**src/rtl/pixel_scan_seq_pkg.sv**
```systemverilog
// Shared types for the pixel sequencer and the framebuffer writer that follows it.
package pixel_scan_seq_pkg;

  // Screen coordinates are Q11.21 fixed point.
  localparam int FP_W_DEF    = 32;
  localparam int FP_FRAC_DEF = 21;

  typedef logic [FP_W_DEF-1:0] fp_t;

  // Frame-level scan state, also decoded by the framebuffer writer.
  typedef enum logic [1:0] {
    ST_IDLE  = 2'd0,
    ST_SCAN  = 2'd1,
    ST_DRAIN = 2'd2
  } scan_state_t;

endpackage

```
**src/rtl/pixel_scan_seq_credit_counter.sv**
```systemverilog
// Up/down credit counter saturating at MAX; a decrement at zero holds the
// count and raises a sticky underflow flag.
module credit_counter #(
  parameter int MAX = 16,
  localparam int CW = $clog2(MAX + 1)
) (
  input  logic          clk,
  input  logic          rst,
  input  logic          inc,
  input  logic          dec,
  output logic [CW-1:0] count,
  output logic [CW-1:0] count_next,
  output logic          err_underflow
);

  logic [CW-1:0] count_q, count_d;
  logic          err_q, err_d;

  // Next-state: simultaneous inc/dec cancel; saturate at both ends.
  always_comb begin
    // NOTE: every always_comb output gets a default first so no path leaves it
    // unassigned, which would otherwise infer a latch.
    count_d = count_q;
    err_d   = err_q;
    unique case ({inc, dec})
      2'b10: if (count_q != CW'(MAX)) count_d = count_q + 1'b1;
      2'b01: begin
        if (count_q == '0) err_d   = 1'b1;
        else               count_d = count_q - 1'b1;
      end
      default: ;
    endcase
  end

  // State registers; the underflow flag only clears on reset.
  always_ff @(posedge clk or posedge rst) begin
    // NOTE: sequential state uses non-blocking assignments so every flop
    // samples pre-edge values regardless of block ordering.
    if (rst) begin
      count_q <= '0;
      err_q   <= 1'b0;
    end else begin
      count_q <= count_d;
      err_q   <= err_d;
    end
  end

  assign count         = count_q;
  assign count_next    = count_d;
  assign err_underflow = err_q;

endmodule

```
**src/rtl/pixel_scan_seq.sv**
```systemverilog
// Raster-scan pixel coordinate sequencer: issues Q11.21 (x, y) beats on a
// valid/ready stream, throttled by returned-pixel credits.
module pixel_scan_seq
  import pixel_scan_seq_pkg::*;
#(
  parameter int H_RES        = 640,
  parameter int V_RES        = 480,
  parameter int MAX_INFLIGHT = 16,
  parameter int FP_W         = FP_W_DEF,
  parameter int FP_FRAC      = FP_FRAC_DEF,
  localparam int CW          = $clog2(MAX_INFLIGHT + 1)
) (
  input  logic            clk,
  input  logic            rst,
  input  logic            start,
  input  logic            continuous,
  input  logic            abort,
  output logic            out_valid,
  input  logic            out_ready,
  output logic [FP_W-1:0] screen_x,
  output logic [FP_W-1:0] screen_y,
  output logic            sof,
  output logic            eol,
  input  logic            ret_valid,
  output logic            busy,
  output logic            frame_done,
  output logic [CW-1:0]   inflight,
  output logic [15:0]     frame_count,
  output logic            err_underflow
);

  localparam int XW = $clog2(H_RES);
  localparam int YW = $clog2(V_RES);
  localparam logic [XW-1:0] X_LAST = XW'(H_RES - 1);
  localparam logic [YW-1:0] Y_LAST = YW'(V_RES - 1);

  scan_state_t   state_q, state_d;
  logic [XW-1:0] x_q, x_d;
  logic [YW-1:0] y_q, y_d;
  logic          out_valid_q, out_valid_d;
  logic          sof_q, sof_d;
  logic          eol_q, eol_d;
  logic          frame_done_q, frame_done_d;
  logic [15:0]   frame_count_q, frame_count_d;

  logic          xfer;
  logic          last_pix;
  logic          credit_ok;
  logic [CW-1:0] inflight_q;
  logic [CW-1:0] inflight_next;

  assign xfer     = out_valid_q && out_ready;
  assign last_pix = (x_q == X_LAST) && (y_q == Y_LAST);
  // Looking at next-cycle usage keeps out_valid high only while a credit is free.
  assign credit_ok = (inflight_next < CW'(MAX_INFLIGHT));

  credit_counter #(
    .MAX (MAX_INFLIGHT)
  ) u_credit (
    .clk           (clk),
    .rst           (rst),
    .inc           (xfer),
    .dec           (ret_valid),
    .count         (inflight_q),
    .count_next    (inflight_next),
    .err_underflow (err_underflow)
  );

  // Scan FSM next-state: raster advance, abort handling and drain/restart.
  always_comb begin
    state_d       = state_q;
    x_d           = x_q;
    y_d           = y_q;
    out_valid_d   = out_valid_q;
    frame_done_d  = 1'b0;
    frame_count_d = frame_count_q;
    unique case (state_q)
      ST_IDLE: begin
        if (start) begin
          state_d = ST_SCAN;
          x_d     = '0;
          y_d     = '0;
        end
      end
      ST_SCAN: begin
        if (abort) begin
          // A pending beat is dropped, not transferred.
          state_d     = ST_DRAIN;
          out_valid_d = 1'b0;
        end else if (xfer) begin
          if (last_pix) begin
            state_d     = ST_DRAIN;
            out_valid_d = 1'b0;
          end else begin
            if (x_q == X_LAST) begin
              x_d = '0;
              y_d = y_q + 1'b1;
            end else begin
              x_d = x_q + 1'b1;
            end
            out_valid_d = credit_ok;
          end
        end else if (!out_valid_q) begin
          out_valid_d = credit_ok;
        end
      end
      ST_DRAIN: begin
        out_valid_d = 1'b0;
        if (frame_done_q) begin
          // Restart decision taken in the frame_done cycle, busy still high.
          state_d = continuous ? ST_SCAN : ST_IDLE;
          x_d     = '0;
          y_d     = '0;
        end else if (inflight_q == '0) begin
          frame_done_d  = 1'b1;
          frame_count_d = frame_count_q + 16'd1;
        end
      end
      default: state_d = ST_IDLE;
    endcase
    sof_d = out_valid_d && (x_d == '0) && (y_d == '0);
    eol_d = out_valid_d && (x_d == X_LAST);
  end

  // Scan FSM registers; all outputs return to zero on reset.
  always_ff @(posedge clk or posedge rst) begin
    if (rst) begin
      state_q       <= ST_IDLE;
      x_q           <= '0;
      y_q           <= '0;
      out_valid_q   <= 1'b0;
      sof_q         <= 1'b0;
      eol_q         <= 1'b0;
      frame_done_q  <= 1'b0;
      frame_count_q <= '0;
    end else begin
      state_q       <= state_d;
      x_q           <= x_d;
      y_q           <= y_d;
      out_valid_q   <= out_valid_d;
      sof_q         <= sof_d;
      eol_q         <= eol_d;
      frame_done_q  <= frame_done_d;
      frame_count_q <= frame_count_d;
    end
  end

  assign out_valid   = out_valid_q;
  assign sof         = sof_q;
  assign eol         = eol_q;
  assign frame_done  = frame_done_q;
  assign frame_count = frame_count_q;
  assign inflight    = inflight_q;
  assign busy        = (state_q != ST_IDLE);
  assign screen_x    = FP_W'(x_q) << FP_FRAC;
  assign screen_y    = FP_W'(y_q) << FP_FRAC;

endmodule

```
**config.mk**
```make
export PLATFORM = sky130hd
export DESIGN_NAME = pixel_scan_seq
export DESIGN_NICKNAME = d
export VERILOG_FILES = /design/src/rtl/pixel_scan_seq_pkg.sv /design/src/rtl/pixel_scan_seq_credit_counter.sv /design/src/rtl/pixel_scan_seq.sv
export SDC_FILE = /design/constraint.sdc
export NUM_CORES = 1
export LEC_CHECK = 0
export ABC_AREA = 1
export CAP_MARGIN = 20
export CORE_ASPECT_RATIO = 1.2
export CORE_MARGIN = 4
export CORE_UTILIZATION = 54
export CTS_BUF_LIST = sky130_fd_sc_hd__clkbuf_8
export CTS_CLUSTER_DIAMETER = 100
export DETAILED_ROUTE_END_ITERATION = 10
export PLACE_DENSITY = 0.95
export SKIP_CTS_REPAIR_TIMING = 1
export SYNTH_ARGS = -nofsm -noshare
export SYNTH_HDL_FRONTEND = slang
export SYNTH_HIERARCHICAL = 1
export SYNTH_SLANG_ARGS = --single-unit
```
**constraint.sdc**
```tcl
create_clock -name clk -period 4.25 [get_ports clk]
set_input_delay 0.6375 -clock clk [delete_from_list [all_inputs] [get_ports clk]]
set_output_delay 0.6375 -clock clk [all_outputs]
set_load 0.005 [all_outputs]
```
After elaboration in Yosys (flattened, before gate mapping) --
Cells that the tools add are included.
Storage, ports and cells: bits in registers 47, input port bits 7, logic and storage cells 74, output and inout port bits 91
Operators by class: reduce and logical (&&, ||, !) cells 13, equality and inequality tests 12, order comparisons 1, add/subtract/negate cells 5, multiplexer cells 32, bitwise gates (word level) 1
Operators by type and width (number):
- 10-bit 2-to-1 mux | 6
- 9-bit 2-to-1 mux | 6
- 10-bit one-hot mux with 3 select lines | 1
- 9-bit one-hot mux with 3 select lines | 1
- 10-bit == test (second input constant) | 2
- 16-bit by 1-bit adder with 16-bit output (second input constant) | 1
- 10-bit by 1-bit adder with 10-bit output (second input constant) | 1
- 10-bit zero test | 1
- 2-bit 2-to-1 mux | 5
- 5-bit 2-to-1 mux | 2
- 5-bit one-hot mux with 2 select lines | 1
- 9-bit by 1-bit adder with 9-bit output (second input constant) | 1
- 9-bit == test (second input constant) | 1
- 9-bit zero test | 1
- 1-bit 2-to-1 mux | 8
- 2-bit one-hot mux with 3 select lines | 1
- 5-bit by 1-bit adder with 5-bit output (second input constant) | 1
- 1-bit logical AND | 5
- 5-bit zero test | 1
- 5-bit < comparator (second input constant) | 1
- 5-bit != test (second input constant) | 1
- 5-bit by 1-bit subtractor with 5-bit output (second input constant) | 1
- 2-bit by 1-bit == test with 1-bit output (second input constant) | 2
- 2-bit == test (second input constant) | 2
- other kinds (10) | 11

Longest topological paths before layout --
word-level depth 10, depth in mapped cells 16, mapped depth without buffers 16

Modules after synthesis --
Netlist, hierarchy kept.
By module, submodules not included:
- pixel_scan_seq | times used 1, area each 3016.6 µm², sequential area each 1026.0 µm², cells an instance 409
- credit_counter | times used 1, area each 484.2 µm², sequential area each 150.1 µm², cells an instance 69

Least setup slack after synthesis --
OpenSTA, ideal clock, no wires.
path kind input -> register, start point input out_ready, end point register sof_q (netlist: sof), stages on the path 15, setup slack 2046 ps, arrival 2132 ps, buffers on the path 0, cells stage by stage nand2_1 inv_1 inv_1 ha_1 inv_2 o211ai_1 nand2_1 nand2_1 nand2_1 nand3_1 a21oi_1 nand3_1 nor2_1 nand2_1 nor2_1
On the way: word-level cells in the longest chain between the ends 10
Ends and longest elaborated chain:
- start: declaration | RTL line pixel_scan_seq.sv:19 | input logic out_ready,
- 1-bit logical AND * | RTL line pixel_scan_seq.sv:52 | assign xfer = out_valid_q && out_ready;
- net xfer | RTL line pixel_scan_seq.sv:46 | logic xfer;
- 2-bit by 1-bit == test with 1-bit output / 2-bit == test (equally long branches) | RTL line pixel_scan_seq_credit_counter.sv:25 | unique case ({inc, dec})
- 5-bit one-hot mux with 2 select lines * | RTL line pixel_scan_seq_credit_counter.sv:25
- net inflight_next[4] | RTL line pixel_scan_seq.sv:50 | logic [CW-1:0] inflight_next;
- 5-bit < comparator * | RTL line pixel_scan_seq.sv:55 | assign credit_ok = (inflight_next < CW'(MAX_INFLIGHT));
- 1-bit 2-to-1 mux, on equally long branches | RTL line pixel_scan_seq.sv:103, pixel_scan_seq.sv:91
- 1-bit 2-to-1 mux * | RTL line pixel_scan_seq.sv:90 | end else if (xfer) begin
- 1-bit 2-to-1 mux * | RTL line pixel_scan_seq.sv:86 | if (abort) begin
- 1-bit one-hot mux with 2 select lines * | RTL line pixel_scan_seq.sv:77 | unique case (state_q)
- 1-bit logical AND * (2 in series) | RTL line pixel_scan_seq.sv:121 | sof_d = out_valid_d && (x_d == '0) && (y_d == '0);
- net sof_d | RTL line pixel_scan_seq.sv:41 | logic sof_q, sof_d;
- end signal: assignment | RTL line pixel_scan_seq.sv:132 | sof_q <= 1'b0;
- end signal: assignment | RTL line pixel_scan_seq.sv:141 | sof_q <= sof_d;
- end: declaration | RTL line pixel_scan_seq.sv:41
Mark *: on every way through the listed nets, which the timed path passes. The rest lies on a longest branch. A chain may end at the register's enable or synchronous reset.

Final worst setup path --
start point input out_ready, end point register sof_q (netlist: sof)
RTL lines:
- 1-bit logical AND | RTL line pixel_scan_seq.sv:52
- 9-bit 2-to-1 mux | RTL line pixel_scan_seq.sv:90
- 9-bit 2-to-1 mux | RTL line pixel_scan_seq.sv:86
- 9-bit one-hot mux with 3 select lines | RTL line pixel_scan_seq.sv:77
- net y_d[6] | RTL line pixel_scan_seq.sv:39 | logic [YW-1:0] y_q, y_d;
- 9-bit zero test | RTL line pixel_scan_seq.sv:121
- 1-bit logical AND | RTL line pixel_scan_seq.sv:121
- net sof_d | RTL line pixel_scan_seq.sv:41
The timed path passes the listed nets, and every way through them passes these cells.

==> flow_metrics.py <==
metrics = {
    "sta": {
        "unrepaired_setup_endpoints_after_global_routing": "false",
        "timing.setup.tns_ps": 0,
        "transition_time_of_the_tightest_slew_check_pin_ps": 873,
        "slew_headroom_pct": 41.6,
        "layout_min_cycle_time_ps": 2700,
        "layout_worst_path_cycle_share_pct": 63.4,
        "hold-worst-slack_ps": 482,
        "achievable-frequency_mhz": 371,
        "maxSlewViolCount": 0,
        "timing.final.hold_violations": 0,
        "clock_skew_ps": 6.38,
        "finalSetupViolCount": 0,
    },
    "min_path": {
        "worstHoldPathType": "reg2reg",
        "worst_hold_startpoint": "u_credit/err_underflow",
        "hold_depth": 2,
        "min_to": "u_credit/err_underflow",
    },
    "global_routing": {
        "grt_max_degree": 42,
        "grt_met3_usage_pct": 4.49,
        "grt_most_used_layer": "met2",
        "met2_usage_pct": 35.9,
        "antenna_found_initial": 0,
        "grt_util_all_layers_pct": 20.9,
        "grt_use_met1_pct": 25.5,
        "first_global_vias": 2969,
        "grt_overflow": 0,
        "first_pass_grt_wire_length_um": 13100,
    },
    "final_layout": {
        "antennaDiodeCount": 0,
        "area.sequential_mm2": 0.00118,
        "n_fill_cell": 514,
        "drive_above_1_share_pct": 6.94,
        "finish.net_count": 550,
        "area.growth.synth_to_final_pct": 14.3,
        "multi_input_comb_area_mm2": 0.00184,
    },
    "floorplan": {
        "rows": 31,
        "design.die.area_mm2": 0.00784,
        "core_area_mm2": 0.00617,
        "num_io_pins": 98,
        "fp.dieH_um": 96.2,
        "chipWidth_um": 81.5,
        "start_util_pct": 56.8,
    },
    "detailed_routing": {
        "routed_antenna_nets": 0,
        "route.detailed.drc": 0,
        "drtPass1Iterations": 5,
        "routed_wl_per_cell_um": 12.7,
        "initialDrtViolationCount": 247,
        "wirelength_um": 7790,
        "post_drt_via_cell_ratio": 5.06,
        "vias": 3111,
    },
    "synthesis": {
        "synth_instances": 478,
        "adder_cell_fraction_of_synth_area_pct": 3.93,
        "synth_cell_types": 42,
        "synth.cell_area_mm2": 0.00350,
        "synth_top_family_by_area": "simple AND/OR/NAND/NOR gates",
        "synth-seq-area-share_pct": 33.6,
        "synthMuxAreaShare_pct": 0,
        "synth-seq-cells": 47,
        "yosys_warnings": 6,
        "synth_xor_xnor_area_share_pct": 4.50,
        "synth-edff-count": 0,
        "synth_simple_gate_area_share_pct": 33.1,
        "synth-compound-area-share_pct": 6.15,
        "postSynth.asyncResetShare_pct": 100,
        "synth_ff_type": "sky130_fd_sc_hd__dfrtp_1",
        "synthesis.area_per_instance_um2": 7.32,
    },
    "clock_tree": {
        "cts_sinks": 47,
        "clkTransAtPathRegs_ps": 90,
        "cts_htree_levels": 2,
        "cts_buffers": 5,
        "clock_latency_ps": 310,
        "maximum_clock_path_buffer_count": 2,
        "clockRootBuffer": "sky130_fd_sc_hd__clkbuf_8",
        "cts_tree": "built",
    },
    "critical_path": {
        "path_delay_family": "simple AND/OR/NAND/NOR gates",
        "critical-path-slowest-cell": "sky130_fd_sc_hd__nor2_1",
        "end_kind": "flip-flop",
        "slowest_delay_ps": 700,
        "critPathKind": "in2reg",
        "timing.reg2reg.worst_path_depth": 12,
        "timing.critical_path.required_ps": 4460,
        "crit_buf_inv": 1,
        "critical-path-top-cell-by-count": "sky130_fd_sc_hd__nor2_1",
        "rr_startpoint": "state_q[1]",
        "flop2flop_setup_slack_ps": 1580,
        "timing.critical_path.cells": "clkdlybuf4s50_1 -> nand2_1 -> nor2_1 -> nand3_2 -> nor2_1 -> xor2_1 -> nand2_1 -> nand2_1 -> nor2_1 -> nand3_1 -> nor2_1",
        "path_max_fanout": 12,
        "worst_r2r_endpoint": "eol",
        "worstPathArrival_ps": 2900,
        "worstSetupStartpointType": "primary input",
    },
    "place": {
        "place.detailed.hpwl_um": 6110,
        "gpl_wtd_cong": 0.956,
        "place.port_buffers": 52,
    },
    "pwr": {
        "static-leakage-power_nw": 2.09,
        "ir_drop_mv": 0.281,
        "pwr_density_cell_mw_per_mm2": 392,
    },
    "run": {
        "drv_cap": 0,
    },
    "run_status": {
        "run_status": "complete, no violations",
    },
}
placed cells by master, fill, tap and decap left out, drive strengths merged, types with 13 or more instances in the layout:
cell           netlist  layout
nand2              135     135
inv                 70      70
clkdlybuf4s50        0      52
dfrtp               47      47
conb                 1      45
nand3               42      42
nor2                41      41
nand4               15      15
o21ai               14      14
a21oi               13      13
cells in the mapped netlist, types with 2 or more instances:
| cell | instances | area [µm²] |
|---|---|---|
| sky130_fd_sc_hd__nand2_1 | 126 | 473 |
| sky130_fd_sc_hd__inv_1 | 67 | 251 |
| sky130_fd_sc_hd__dfrtp_1 | 47 | 1180 |
| sky130_fd_sc_hd__buf_4 | 46 | 345 |
| sky130_fd_sc_hd__nand3_1 | 39 | 195 |
| sky130_fd_sc_hd__nor2_1 | 34 | 128 |
| sky130_fd_sc_hd__nand4_1 | 14 | 87.6 |
| sky130_fd_sc_hd__a21oi_1 | 13 | 65.1 |
| sky130_fd_sc_hd__ha_1 | 11 | 138 |
| sky130_fd_sc_hd__xor2_1 | 11 | 96.3 |
| sky130_fd_sc_hd__nand2_2 | 8 | 50.1 |
| sky130_fd_sc_hd__o21ai_0 | 8 | 40.0 |
| sky130_fd_sc_hd__xnor2_1 | 7 | 61.3 |
| sky130_fd_sc_hd__o21ai_1 | 6 | 30.0 |
| sky130_fd_sc_hd__inv_2 | 3 | 11.3 |
| sky130_fd_sc_hd__nand3_2 | 3 | 30.0 |
| sky130_fd_sc_hd__nor2_2 | 3 | 18.8 |
| sky130_fd_sc_hd__a21boi_2 | 2 | 22.5 |
| sky130_fd_sc_hd__nor2_4 | 2 | 22.5 |
| sky130_fd_sc_hd__nor2_8 | 2 | 40.0 |
| sky130_fd_sc_hd__nor3_1 | 2 | 10.0 |
| sky130_fd_sc_hd__nor3b_1 | 2 | 15.0 |
| sky130_fd_sc_hd__o211ai_1 | 2 | 15.0 |
| sky130_fd_sc_hd__o22ai_1 | 2 | 12.5 |
stage by stage:
step                      area (µm²)  util (%)  power (mW)  setup slack (ps)  cells
after global placement          3910      63.3        1.28              1390    607
final                           4000      64.9        1.57              1550    615
after floorplan                 3670         -        1.10              2050    522
after CTS                       4000      64.9        1.57              1600    615
after detailed placement        3910      63.3        1.29              1270    607
after global routing            4000      64.9        1.70              1280    615
state kept, by name (all words and copies together) (netlist names):
| signal | count |
|---|---|
| eol | 1 |
| frame_count | 16 |
| frame_done | 1 |
| out_valid | 1 |
| sof | 1 |
| state_q | 2 |
| u_credit/count | 5 |
| u_credit/err_underflow | 1 |
| x_q | 10 |
| y_q | 9 |
routing by layer:
layer / up-vias / routed length (µm)
met4: 0 / 136
met1: 1436 / 3270
li1: 1528 / -
met3: 13 / 573
met2: 134 / 3810
met5: - / 0
power by group:
part	leakage, nW	internal, mW	switching (mW)	total [mW]
logic	1.40	0.284	0.408	0.692
clock network	0.0443	0.118	0.160	0.278
registers	0.638	0.507	0.0895	0.597
total	2.09	0.909	0.658	1.57
cells by family after synthesis:
group / count (synthesis)
fa+ha+maj: 11
xor+xnor: 18
simple gates: 244
flops: 47
other cells: 1
compound gates: 37
buf+inv: 120
worst max path at each step:
stage | from | end | slack [ps] | cells after the start
2_1_floorplan | out_ready | sof | 2050 | 15
4_1_cts | out_ready | sof | 1600 | 16
5_1_grt | out_ready | eol | 1280 | 13
6_report | out_ready | sof | 1550 | 11
3_3_place_gp | out_ready | sof | 1390 | 16
3_5_place_dp | out_ready | sof | 1270 | 16
area by class of cell:
cell class | instances | area share (%)
Clock inverter | 3 | 0.626
Clock buffer | 5 | 1.72
Sequential cell | 47 | 29.4
Inverter | 70 | 6.57
Multi-Input combinational cell | 355 | 45.9
Timing Repair Buffer | 53 | 13.2
Tap cell | 82 | 2.56
worst register-to-register path, stage by stage, from the launching register on:
cell	delay, ps
sky130_fd_sc_hd__dfrtp_1	420
sky130_fd_sc_hd__inv_1	90
sky130_fd_sc_hd__ha_1	250
sky130_fd_sc_hd__inv_1	140
sky130_fd_sc_hd__nor2_1	630
sky130_fd_sc_hd__inv_1	290
sky130_fd_sc_hd__a21oi_1	190
sky130_fd_sc_hd__nand2_1	60
sky130_fd_sc_hd__o21ai_1	150
sky130_fd_sc_hd__nand2_1	90
sky130_fd_sc_hd__nor2_1	100
sky130_fd_sc_hd__nand3_1	70
sky130_fd_sc_hd__nor2_1	120
No activity file was read; power rests on OpenSTA's default activity.
